[config.mk]
export PLATFORM = sky130hd
export DESIGN_NAME = control_multiciclo
export DESIGN_NICKNAME = d
export VERILOG_FILES = /design/src/rtl/control_multiciclo.sv
export SDC_FILE = /design/constraint.sdc
export NUM_CORES = 1
export LEC_CHECK = 0
export ABC_AREA = 1
export BUFFER_PORTS_ARGS = -buffer_cell sky130_fd_sc_hd__buf_2
export CORE_MARGIN = 1.5
export CORE_UTILIZATION = 45
export CTS_BUF_LIST = sky130_fd_sc_hd__clkbuf_4 sky130_fd_sc_hd__clkbuf_8
export CTS_CLUSTER_SIZE = 25
export DETAILED_ROUTE_END_ITERATION = 8
export PLACE_DENSITY = 0.79
export SLEW_MARGIN = 0
export SYNTH_ARGS = -nofsm -noshare
export SYNTH_HDL_FRONTEND = slang
export SYNTH_SLANG_ARGS = --single-unit
export TNS_END_PERCENT = 20
[constraint.sdc]
create_clock -name clk -period 2.6 [get_ports clk]
set_clock_uncertainty 0.1 [all_clocks]
set_input_delay 0.26 -clock clk [delete_from_list [all_inputs] [get_ports clk]]
set_output_delay 0.26 -clock clk [all_outputs]
set_load 0.1 [all_outputs]
[src/rtl/control_multiciclo.sv]
// rtl/control_multiciclo.sv - multi-cycle RV32I control FSM with memory handshake timeout
module control_multiciclo #(
    parameter int ESPERA_MAX   = 255,
    parameter int ANCHO_CUENTA = 8
) (
    input  logic       clk,
    input  logic       reset,
    input  logic [6:0] opcode,
    input  logic [2:0] funct3,
    input  logic       cond,
    input  logic       mem_listo,
    output logic [1:0] modo,
    output logic       mem_valido,
    output logic       mem_escribe,
    output logic       mem_dir_sel,
    output logic       escribe_ir,
    output logic       escribe_pc,
    output logic [1:0] sel_pc,
    output logic       escribe_reg,
    output logic [1:0] sel_wb,
    output logic [1:0] sel_a,
    output logic       sel_b,
    output logic       instr_fin,
    output logic       error
);

    localparam logic [3:0] INICIO  = 4'd0;
    localparam logic [3:0] FETCH   = 4'd1;
    localparam logic [3:0] DECODE  = 4'd2;
    localparam logic [3:0] EXEC_R  = 4'd3;
    localparam logic [3:0] EXEC_I  = 4'd4;
    localparam logic [3:0] ALU_WB  = 4'd5;
    localparam logic [3:0] ADDR    = 4'd6;
    localparam logic [3:0] MEM_LEE = 4'd7;
    localparam logic [3:0] MEM_WB  = 4'd8;
    localparam logic [3:0] MEM_ESC = 4'd9;
    localparam logic [3:0] BRANCH  = 4'd10;
    localparam logic [3:0] JAL     = 4'd11;
    localparam logic [3:0] JALR    = 4'd12;
    localparam logic [3:0] LUI     = 4'd13;
    localparam logic [3:0] AUIPC   = 4'd14;
    localparam logic [3:0] ERROR   = 4'd15;

    localparam logic [ANCHO_CUENTA-1:0] CUENTA_ULTIMA = ANCHO_CUENTA'(ESPERA_MAX - 1);
    localparam logic [ANCHO_CUENTA-1:0] UNO           = ANCHO_CUENTA'(1);

    logic [3:0]              estado;
    logic [3:0]              siguiente;
    logic [ANCHO_CUENTA-1:0] cuenta;
    logic                    espera;
    logic                    agotado;

    assign espera  = (estado == FETCH || estado == MEM_LEE || estado == MEM_ESC) && !mem_listo;
    // This cycle is the ESPERA_MAX-th consecutive one without mem_listo.
    assign agotado = espera && (cuenta == CUENTA_ULTIMA);

    always_comb begin
        siguiente = estado;
        case (estado)
            INICIO:  siguiente = FETCH;
            FETCH:   siguiente = mem_listo ? DECODE : (agotado ? ERROR : FETCH);
            DECODE: begin
                case (opcode)
                    7'd51:        siguiente = EXEC_R;
                    7'd19:        siguiente = EXEC_I;
                    7'd3, 7'd35:  siguiente = ADDR;
                    7'd99:        siguiente = BRANCH;
                    7'd111:       siguiente = JAL;
                    7'd103:       siguiente = JALR;
                    7'd55:        siguiente = LUI;
                    7'd23:        siguiente = AUIPC;
                    default:      siguiente = ERROR;
                endcase
            end
            EXEC_R, EXEC_I: siguiente = ALU_WB;
            ADDR:    siguiente = (opcode == 7'd3) ? MEM_LEE : ((opcode == 7'd35) ? MEM_ESC : ERROR);
            MEM_LEE: siguiente = mem_listo ? MEM_WB : (agotado ? ERROR : MEM_LEE);
            MEM_ESC: siguiente = mem_listo ? FETCH : (agotado ? ERROR : MEM_ESC);
            ALU_WB, MEM_WB, BRANCH, JAL, JALR, LUI, AUIPC: siguiente = FETCH;
            ERROR:   siguiente = ERROR;
            default: siguiente = ERROR;
        endcase
    end

    always_ff @(posedge clk or posedge reset) begin
        if (reset) begin
            estado <= INICIO;
            cuenta <= '0;
        end else begin
            estado <= siguiente;
            if (siguiente != estado)
                cuenta <= '0;
            else if (espera)
                cuenta <= cuenta + UNO;
        end
    end

    always_comb begin
        modo        = 2'b00;
        mem_valido  = 1'b0;
        mem_escribe = 1'b0;
        mem_dir_sel = 1'b0;
        escribe_ir  = 1'b0;
        escribe_pc  = 1'b0;
        sel_pc      = 2'b00;
        escribe_reg = 1'b0;
        sel_wb      = 2'b00;
        sel_a       = 2'b00;
        sel_b       = 1'b0;
        instr_fin   = 1'b0;
        error       = 1'b0;
        case (estado)
            FETCH: begin
                mem_valido = 1'b1;
                escribe_ir = mem_listo && !reset;
                escribe_pc = mem_listo && !reset;
            end
            DECODE: begin
                sel_a = 2'b01;
                sel_b = 1'b1;
            end
            EXEC_R: modo = 2'b10;
            EXEC_I: begin
                modo  = 2'b01;
                sel_b = 1'b1;
            end
            ALU_WB, AUIPC: begin
                escribe_reg = !reset;
                instr_fin   = 1'b1;
            end
            ADDR: sel_b = 1'b1;
            MEM_LEE: begin
                mem_valido  = 1'b1;
                mem_dir_sel = 1'b1;
            end
            MEM_WB: begin
                escribe_reg = !reset;
                sel_wb      = 2'b01;
                instr_fin   = 1'b1;
            end
            MEM_ESC: begin
                mem_valido  = 1'b1;
                mem_escribe = 1'b1;
                mem_dir_sel = 1'b1;
                instr_fin   = mem_listo;
            end
            BRANCH: begin
                modo       = 2'b11;
                sel_pc     = 2'b01;
                escribe_pc = (cond ^ funct3[0]) && !reset;
                instr_fin  = 1'b1;
            end
            JAL: begin
                escribe_reg = !reset;
                sel_wb      = 2'b10;
                escribe_pc  = !reset;
                sel_pc      = 2'b01;
                instr_fin   = 1'b1;
            end
            JALR: begin
                sel_b       = 1'b1;
                escribe_pc  = !reset;
                sel_pc      = 2'b10;
                escribe_reg = !reset;
                sel_wb      = 2'b10;
                instr_fin   = 1'b1;
            end
            LUI: begin
                escribe_reg = !reset;
                sel_wb      = 2'b11;
                instr_fin   = 1'b1;
            end
            ERROR: error = 1'b1;
            default: ;
        endcase
    end

endmodule

Yosys cells after proc, flatten, opt, wreduce, memory -nomap -nowiden
Index checks and enable logic that the tools add are counted.
{"block": "totals", "reg_bits": 12, "word_cells": 75, "in_bits": 14, "output_inout_bits": 17}
{"block": "op_classes", "bitwise": 1, "n_reduce_logical": 20, "n_mux": 25, "n_eq_ne": 26, "n_addsub": 1}
{"op": "$pmux W4 S8", "count": 2}
{"op": "$eq A4 B4 Y1 const B", "count": 8}
{"op": "$mux W4", "count": 6}
{"op": "$eq A7 B6 Y1 const B", "count": 3}
{"op": "$eq A7 B7 Y1 const B", "count": 3}
{"op": "$eq A4 B3 Y1 const B", "count": 4}
{"op": "$mux W8", "count": 2}
{"op": "$eq A7 B5 Y1 const B", "count": 2}
{"op": "$pmux W2 S3", "count": 2}
{"op": "$reduce_or A2 Y1", "count": 5}
{"op": "$add A8 B1 Y8 const B", "count": 1}
{"op": "$eq A4 B2 Y1 const B", "count": 2}
{"op": "$eq A8 B8 Y1 const B", "count": 1}
{"op": "$mux W1", "count": 8}
{"op": "$reduce_or A8 Y1", "count": 1}
{"op": "$eq A7 B2 Y1 const B", "count": 1}
{"op": "$reduce_or A7 Y1", "count": 1}
{"op": "$mux W3", "count": 2}
{"op": "$reduce_or A6 Y1", "count": 1}
{"op": "$eq A4 B1 Y1 const B", "count": 1}
{"op": "$logic_and A1 B1 Y1", "count": 4}
{"op": "$logic_not A4 Y1", "count": 1}
{"op": "$ne A4 B4 Y1", "count": 1}
{"op": "$pmux W2 S2", "count": 1}
{"op": "8 further kinds", "count": 10}

Longest topological paths before layout
Gate-level depths: netlist (run 1).
{"block": "logic_depth", "word_depth": 10, "ltp_mapped": 15, "depth_no_buf": 15}

Worst setup path before layout (run 1)
Ideal clock, no wire load.
{"block": "synth_path", "path_type": "register -> output", "start": "reg estado[0]", "end": "out escribe_pc", "stages_incl_launch_ff": 6, "t_arrival_ns": 3.656, "path_buffers": 0, "path_slack_ns": -1.416, "t_required_ns": 2.240, "path_cell_list": "dfrtp_1 -> inv_1 -> nand2_1 -> nor2_1 -> nor2_1 -> a31oi_1"}
{"block": "synth_via", "elab_chain_len": 3, "elab_cells_between_ends": 6, "classes_between": "eq/ne: 4; mux: 1; reduce/logical: 1"}
{"item": "from (decl)", "line_no": "47", "text": "logic [3:0] estado;"}
{"item": "from (signal assigned)", "line_no": "90", "text": "estado <= siguiente;"}
{"item": "$eq A4 B4 Y1", "line_no": "112", "text": "case (estado)"}
{"item": "$reduce_or A2 Y1 (no source line)"}
{"item": "$pmux W1 S3 (*)", "line_no": "112"}
{"item": "to (decl)", "line_no": "17", "text": "output logic escribe_pc,"}
Mark *: on every way between the ends. The rest lies on a longest branch, timed or not.

Worst setup path after layout (run 1)
{"block": "layout_path", "start": "reg estado[1]", "end": "out escribe_pc"}
The elaborated chain is that of the path after synthesis.

==> results.json, run 1 <==
{
  "outcome": "finished, final reports clean",
  "cts_root_buf": "clkbuf_4",
  "die_w_um": 57.27,
  "total_power_mw": 1.836,
  "leakagePower_nw": 0.8517,
  "die_area_mm2": 0.003279,
  "cts.sinks": 12,
  "hold_violations": 0,
  "grt_overflow": 0,
  "cp_cell_sequence": "inv_2, nand2_1, nor2_2, nand2_1, a31oi_2, clkbuf_4",
  "clk_pin_slew_ns": 0.08,
  "critical_path.top_delay_family": "simple AND/OR/NAND/NOR gates",
  "vias_per_cell": 4.904,
  "coreArea_mm2": 0.002781,
  "synth-simple-area-share_pct": 52.22,
  "clock_latency_ns": 0.28,
  "num_rows": 19,
  "synth_cell_types": 28,
  "die_h_um": 57.27,
  "synth_top_family_by_area": "simple AND/OR/NAND/NOR gates",
  "rsz0062_at_grt": "no",
  "synthXorXnorAreaFrac_pct": 5.288,
  "route.detailed.drc": 0,
  "synth_most_common_cell": "nand2_1",
  "fmax_mhz": 413.5,
  "postRouteAntennaNets": 0,
  "grt_use_total_pct": 19.07,
  "ir_drop_uv": 1294,
  "tns_ns": 0,
  "synth_cells": 218,
  "period_needed_ns": 2.418,
  "async_reset_ff_share_pct": 100.0,
  "layout-drive-gt1-share_pct": 25.70,
  "crit_slowest_cell": "dfrtp_1",
  "drtIter0Drc": 52,
  "syn_avg_cell_area_um2": 6.078,
  "vias": 1373,
  "mappedNetlistArea_mm2": 0.001325,
  "synth_common_cells": "nand2_1, nor2_1, inv_1",
  "ys_ff_latch": 12,
  "dr.pass1.iters": 5,
  "gp_congestion": 0.9162,
  "dp.cells": 275,
  "grt_pass1_wl_um": 5071,
  "dp_slack_ns": 0.3145,
  "fin_area_mm2": 0.001562,
  "maxCapViolations": 0,
  "synth_area_leaders": "dfrtp_1, nand2_1, nor2_1",
  "path_buf_inv": 2,
  "synth_compound_area_share_pct": 7.838,
  "fin_ws_ns": 0.1818,
  "syn_nets": 234,
  "wl_per_cell_um": 10.25,
  "final_nets": 266,
  "ios": 31,
  "syn2layout_area_growth_pct": 17.85,
  "drt-total-wl_um": 2869,
  "seq_area_frac_synth_pct": 22.66,
  "hpwlAfterDp_um": 2335,
  "synth_edf_count": 0,
  "p_per_area_mw_per_mm2": 1176,
  "htree_levels": 1,
  "grt_max_degree": 13,
  "arrival_ns": 2.06,
  "stdcell_count": 280,
  "hp-class": "in -> reg",
  "start_util_pct": 47.64,
  "critPathCaptureType": "primary output",
  "cts_tree": "built",
  "antenna_found_initial": 0,
  "placed_cell_area_mm2": 0.001510,
  "setup_viol": 0,
  "period_share_pct": 93.01,
  "synth_top_cell_by_area": "dfrtp_1",
  "maxSlewViolCount": 0,
  "cts_setup_buffers": 0,
  "worstSetupPathType": "reg -> out",
  "cp_max_fo": 8,
  "io_buffers": 27,
  "startpoint_type": "flip-flop",
  "ys_warn_count": 0,
  "diodes": 0,
  "yosysTopAreaCellShare_pct": 22.66,
  "clk_path_buf_depth": 2,
  "path_common_cell": "nand2_1",
  "critPathMaxStageDelay_ns": 0.47,
  "synthMuxAreaShare_pct": 0,
  "rrSetupSlack_ns": 0.49,
  "grt_pass1_vias": 1188,
  "cts_buffers": 3,
  "synth-adder-area-share_pct": 1.889,
  "required_ns": 2.24,
  "synth_ff_type": "dfrtp_1"
}
==> cells in the final DEF (no fill, tap or decap) <==
master,instances
a31oi_1,1
conb_1,1
o22ai_1,2
o211ai_1,1
clkbuf_4,4
dlygate4sd3_1,1
nand2_1,70
ha_1,2
xnor2_1,2
o21ai_1,2
nor3b_2,1
clkbuf_8,1
a21oi_1,5
nand4_1,7
dfrtp_1,12
nor2_1,28
nor2_4,4
xor2_1,6
nand3_4,1
nand2_2,3
inv_4,1
inv_2,2
nand3_2,2
buf_2,26
o21ai_0,4
a21oi_4,1
inv_1,29
a31oi_2,1
nand3_1,11
nor3_1,1
nor2_2,14
nand2_4,3
==> tightest hold or removal path: stages <==
cell	delay, ns
buf_2	0.14
nand2_1	0.15
nand2_1	0.09
inv_1	0.05
==> final timing paths <==
path                              endpoint      start  cells past startpoint
worst max-delay path            escribe_pc  estado[1]                      6
worst min-delay path             estado[0]  mem_listo                      4
worst max register to register   cuenta[1]  cuenta[0]                     15
worst min register to register   cuenta[7]  cuenta[7]                      2
max in group asynchronous        cuenta[1]      reset                      3
min in group asynchronous        estado[0]      reset                      3
==> layout make-up <==
class / count / area (um2)
Timing Repair Buffer: 28 / 147.6
Clock buffer: 4 / 36.28
Multi-Input combinational cell: 173 / 915.9
Inverter: 32 / 122.6
Fill cell: 274 / 1220
Sequential cell: 12 / 300.3
Tap cell: 31 / 38.79
==> per-stage QoR <==
step / util, % / hold WS [ns]
after floorplan: - / 0.02470
after global placement: 54.30 / 0.2295
after detailed placement: 54.30 / 0.2345
after CTS: 55.96 / 0.3364
after global routing: 56.14 / 0.3531
final: 56.14 / 0.3390
==> logic make-up after synthesis <==
kind of cell    after synthesis
compound gates               17
xor+xnor                      8
fa+ha+maj                     2
buf+inv                      33
flops                        12
other cells                   1
simple gates                145
==> metal layers <==
metal	share of wire, %	global-route usage, %	vias to the layer above
met4	0.35	4.319	0
met3	5.7	3.401	2
li1	-	-	742
met1	48	27.32	580
met5	0	0	-
met2	46	30.05	49
==> what timing repair did <==
action	4_1_cts	5_1_grt
endpoints found under the setup margin	0	2
hold endpoints to repair	12	0
gates resized for setup	0	2
hold buffers	1	0
==> flip-flops by register name, indices dropped and copies added (netlist names) <==
name	cells
estado	4
cuenta	8
==> report_power, final <==
group          total [mW]  internal [mW]  switching, mW
sequential          0.289          0.227         0.0618
clock               0.147         0.0852         0.0618
combinational        1.40          0.282           1.12
total                1.84          0.594           1.24
(Power assumes the default switching activity.)
==> run 2: changes to the inputs <==
- CORE_ASPECT_RATIO: default -> 1.4
==> results.json, run 2 (synthesis results as in run 1) <==
{
  "vias": 1392,
  "swShare_pct": 66.77,
  "die_h_um": 67.21,
  "mostFrequentLayoutCell": "nand2_1",
  "crit_start": "estado[2]",
  "fill_cells": 317,
  "antenna_found_initial": 0,
  "wl_met2_um": 1570,
  "placed_cell_area_mm2": 0.001525,
  "drt-total-wl_um": 3113,
  "post_cts_resized": 0,
  "period_share_pct": 91.12,
  "grt_pass1_vias": 1264,
  "critPathCaptureType": "primary output",
  "gp_congestion": 0.9004,
  "switchingPower_mw": 1.248,
  "grt_use_total_pct": 20.07,
  "cts_root_buf": "clkbuf_8",
  "die_area_mm2": 0.003284,
  "clk_path_buf_depth": 2,
  "cp_max_fo": 7,
  "top_register": "cuenta",
  "p_int_mw": 0.6211,
  "grt_pass1_wl_um": 5133,
  "final_nets": 267,
  "cts_tree": "built",
  "startpoint_type": "flip-flop",
  "postRouteAntennaNets": 0,
  "maxSlewViolCount": 0,
  "coreArea_mm2": 0.002820,
  "period_needed_ns": 2.369,
  "rr_endpoint": "cuenta[4]",
  "hold_start": "mem_listo",
  "rrSetupSlack_ns": 0.49,
  "fin_area_mm2": 0.001577,
  "cts.sinks": 12,
  "multiInputGateArea_um2": 913.4,
  "top_regs": "cuenta (8), estado (4)",
  "outcome": "finished, final reports clean",
  "rsz0062_at_grt": "no",
  "wl_per_cell_um": 10.88,
  "start_util_pct": 46.98,
  "drt-met1-wl_um": 1361,
  "hpwlAfterDp_um": 2463,
  "layout-drive-gt1-share_pct": 25.30,
  "dr.pass1.iters": 4,
  "htree_levels": 1,
  "largest_register_ffs": 8,
  "setup_viol": 0,
  "mostFrequentLayoutCells": "nand2_1, inv_1, nor2_1, buf_2, nor2_2",
  "maxCapViolations": 0,
  "leakagePower_nw": 0.8576,
  "syn2layout_area_growth_pct": 18.98,
  "arrival_ns": 2.01,
  "whs_ns": 0.3889,
  "highest_layer": "met4",
  "cts_buffers": 3,
  "met3WireLength_um": 99,
  "hold_violations": 0,
  "p_per_area_mw_per_mm2": 1186,
  "ios": 31,
  "drtIter0Drc": 24,
  "grt_overflow": 0,
  "vias_per_cell": 4.867,
  "required_ns": 2.24,
  "io_buffers": 27,
  "hold_end": "estado[2]",
  "diodes": 0,
  "hold_buffers": 1,
  "pwr-share-clk_pct": 8.8,
  "ir_drop_uv": 1354,
  "min_path_cells": 4,
  "cts_setup_buffers": 0,
  "regArea_um2": 300.3,
  "comb_power_share_pct": 75.7,
  "clk_pin_slew_ns": 0.05,
  "seqPwrFrac_pct": 15.4,
  "die_w_um": 48.86,
  "grt_max_degree": 13,
  "r2r_cells": 15,
  "clock_latency_ns": 0.24,
  "route.detailed.drc": 0,
  "fmax_mhz": 422.1,
  "num_rows": 23,
  "r2r_start": "cuenta[0]",
  "worstSetupPathType": "reg -> out",
  "hp-class": "in -> reg"
}
## run 2: changes by cell type in the layout (fill, tap and decap cells not counted), sizes merged
cell    before  now
clkbuf       5    3
buf         26   28
## run 2: critical path, cell delays in order (launching register included)
cell     delay, ns
dfrtp_1       0.40
inv_2         0.16
nand2_1       0.18
inv_1         0.16
nand2_1       0.12
nor2_1        0.12
nor2_1        0.07
a31oi_2       0.12
buf_2         0.44
## run 2: worst max-delay path by stage
stage,end,slack (ns),cells past startpoint
2_1_floorplan,modo[1],-0.51,3
3_3_place_gp,cuenta[1],0.51,15
3_5_place_dp,cuenta[1],0.49,15
4_1_cts,escribe_pc,0.25,8
5_1_grt,escribe_pc,0.07,8
6_report,escribe_pc,0.23,8
## run 2: metrics by stage
step	setup WS [ns]	power, mW	util [%]	setup TNS, ns	cells
2_1_floorplan	-0.5108	1.476	-	-3.932	218
3_3_place_gp	0.5087	1.694	54.08	0	282
3_5_place_dp	0.4875	1.702	54.08	0	282
4_1_cts	0.2517	1.874	55.90	0	286
5_1_grt	0.07492	1.982	55.90	0	286
6_report	0.2308	1.869	55.90	0	286
## run 2: area by class of cell
type,count,area share (%)
timing repair buffer,29,9.683
sequential,12,19.05
multi-input combinational,173,57.94
tap,37,2.937
clock buffer,3,2.619
inverter,32,7.778
## run 2: routing by layer
metal	vias to the layer above	track usage, %
met5	-	0
met4	0	10.71
met1	606	23.13
met2	31	36.99
li1	745	-
met3	10	1.770
## run 2: power groups by stage
stage          clock network [mW]  registers, mW  logic (mW)
2_1_floorplan                   0          0.277        1.20
3_3_place_gp                    0          0.288        1.41
3_5_place_dp                    0          0.290        1.41
4_1_cts                     0.171          0.287        1.42
5_1_grt                     0.177          0.293        1.51
6_report                    0.165          0.289        1.42
==> run 3: changes to the inputs <==
- PLACE_DENSITY: 0.79 -> 0.69
- SETUP_SLACK_MARGIN: default -> 0.4
==> results.json, run 3 (synthesis results as in run 1) <==
{
  "outcome": "finished with violations",
  "violations": "negative hold slack",
  "die_h_um": 67.21,
  "placed_cell_area_mm2": 0.001582,
  "utilization_pct": 59.36,
  "critPathCaptureType": "primary output",
  "hp-class": "in -> async",
  "hold_buffers": 0,
  "cp-endpoint": "escribe_pc",
  "postRouteAntennaNets": 0,
  "cts.sinks": 12,
  "vias": 1389,
  "cts_setup_buffers": 0,
  "period_needed_ns": 2.150,
  "htree_levels": 1,
  "grt_use_total_pct": 18.93,
  "maxCapViolations": 0,
  "rsz0062_at_grt": "yes",
  "clock_latency_ns": 0.24,
  "syn2layout_area_growth_pct": 26.35,
  "cts_buffers": 3,
  "tns_ns": 0,
  "grt_max_degree": 13,
  "fmax_mhz": 465.2,
  "grt_overflow": 0,
  "drtIter0Drc": 58,
  "grt_pass1_wl_um": 4981,
  "rr_endpoint": "cuenta[6]",
  "antenna_found_initial": 0,
  "cp_max_fo": 6,
  "layout-drive-gt1-share_pct": 30.92,
  "die_w_um": 48.86,
  "p_per_area_mw_per_mm2": 1202,
  "worstSetupPathType": "reg -> out",
  "whs_ns": -0.005875,
  "dp_slack_ns": 0.4544,
  "hold_violations": 12,
  "hpwlAfterDp_um": 2501,
  "post_cts_resized": 6,
  "leakagePower_nw": 0.8687,
  "num_rows": 23,
  "largest_register_ffs": 8,
  "r2r_start": "estado[3]",
  "route.detailed.drc": 0,
  "top_regs": "cuenta (8), estado (4)",
  "start_util_pct": 46.98,
  "ios": 31,
  "grt_pass1_vias": 1180,
  "r2r_cells": 12,
  "dp.cells": 282,
  "drt-total-wl_um": 3078,
  "ir_drop_uv": 597.1,
  "rrSetupSlack_ns": 0.58,
  "maxSlewViolCount": 0,
  "arrival_ns": 1.79,
  "cts_tree": "built",
  "period_share_pct": 82.68,
  "vias_per_cell": 4.857,
  "coreArea_mm2": 0.002820,
  "setup_viol": 0,
  "diodes": 0,
  "die_area_mm2": 0.003284,
  "clk_path_buf_depth": 2,
  "clk_pin_slew_ns": 0.05,
  "required_ns": 2.24,
  "stdcell_count": 286,
  "gp_congestion": 0.8508,
  "mostFrequentLayoutCells": "nand2_1, inv_1, nor2_1, buf_2, nor2_2",
  "final_nets": 266,
  "cts_root_buf": "clkbuf_8",
  "dr.pass1.iters": 4,
  "startpoint_type": "flip-flop",
  "total_power_mw": 2.012,
  "fin_ws_ns": 0.4503,
  "fin_area_mm2": 0.001674,
  "crit_start": "estado[3]",
  "wl_per_cell_um": 10.76,
  "io_buffers": 27,
  "mostFrequentLayoutCell": "nand2_1",
  "top_register": "cuenta"
}
-- run 3: cell type report --
type / count / area [um2]
inverters: 32 / 127.6
repair buffers: 28 / 163.9
clock buffers: 4 / 55.05
well taps: 37 / 46.29
multi-input cells: 173 / 978.4
fillers: 301 / 1146
flip-flops and latches: 12 / 302.8
-- run 3: per-layer routing --
| layer | vias to the layer above | wire length, um | track usage, % |
|---|---|---|---|
| met4 | 0 | 44 | 4.643 |
| met1 | 611 | 1349 | 22.42 |
| met2 | 27 | 1580 | 36.47 |
| met5 | - | 0 | 0 |
| li1 | 744 | - | - |
| met3 | 7 | 104 | 1.991 |
-- run 3: worst max-delay path, cell delays in order, from the launching register on --
cell and delay [ns]:
dfrtp_1 0.49, inv_1 0.12, nand2_1 0.15, nor2_1 0.16, nand2_1 0.16, a31oi_4 0.21
buf_6 0.24
-- run 3: worst min-delay path by stage --
stage	startpoint	end	slack (ns)	cells after the start
final	reset	estado[0]	-0.006	2
after global routing	reset	cuenta[7]	0.04	2
after CTS	reset	cuenta[7]	0.008	2
after detailed placement	reset	estado[0]	0.26	2
after global placement	reset	cuenta[7]	0.26	2
after floorplan	reset	cuenta[0]	0.02	1
-- run 3: where the power goes --
part           total, mW  switching (mW)  leakage [nW]  internal, mW
Combinational       1.50            1.16         0.681         0.346
Clock              0.206          0.0720        0.0288         0.134
Sequential         0.304          0.0739         0.159         0.230
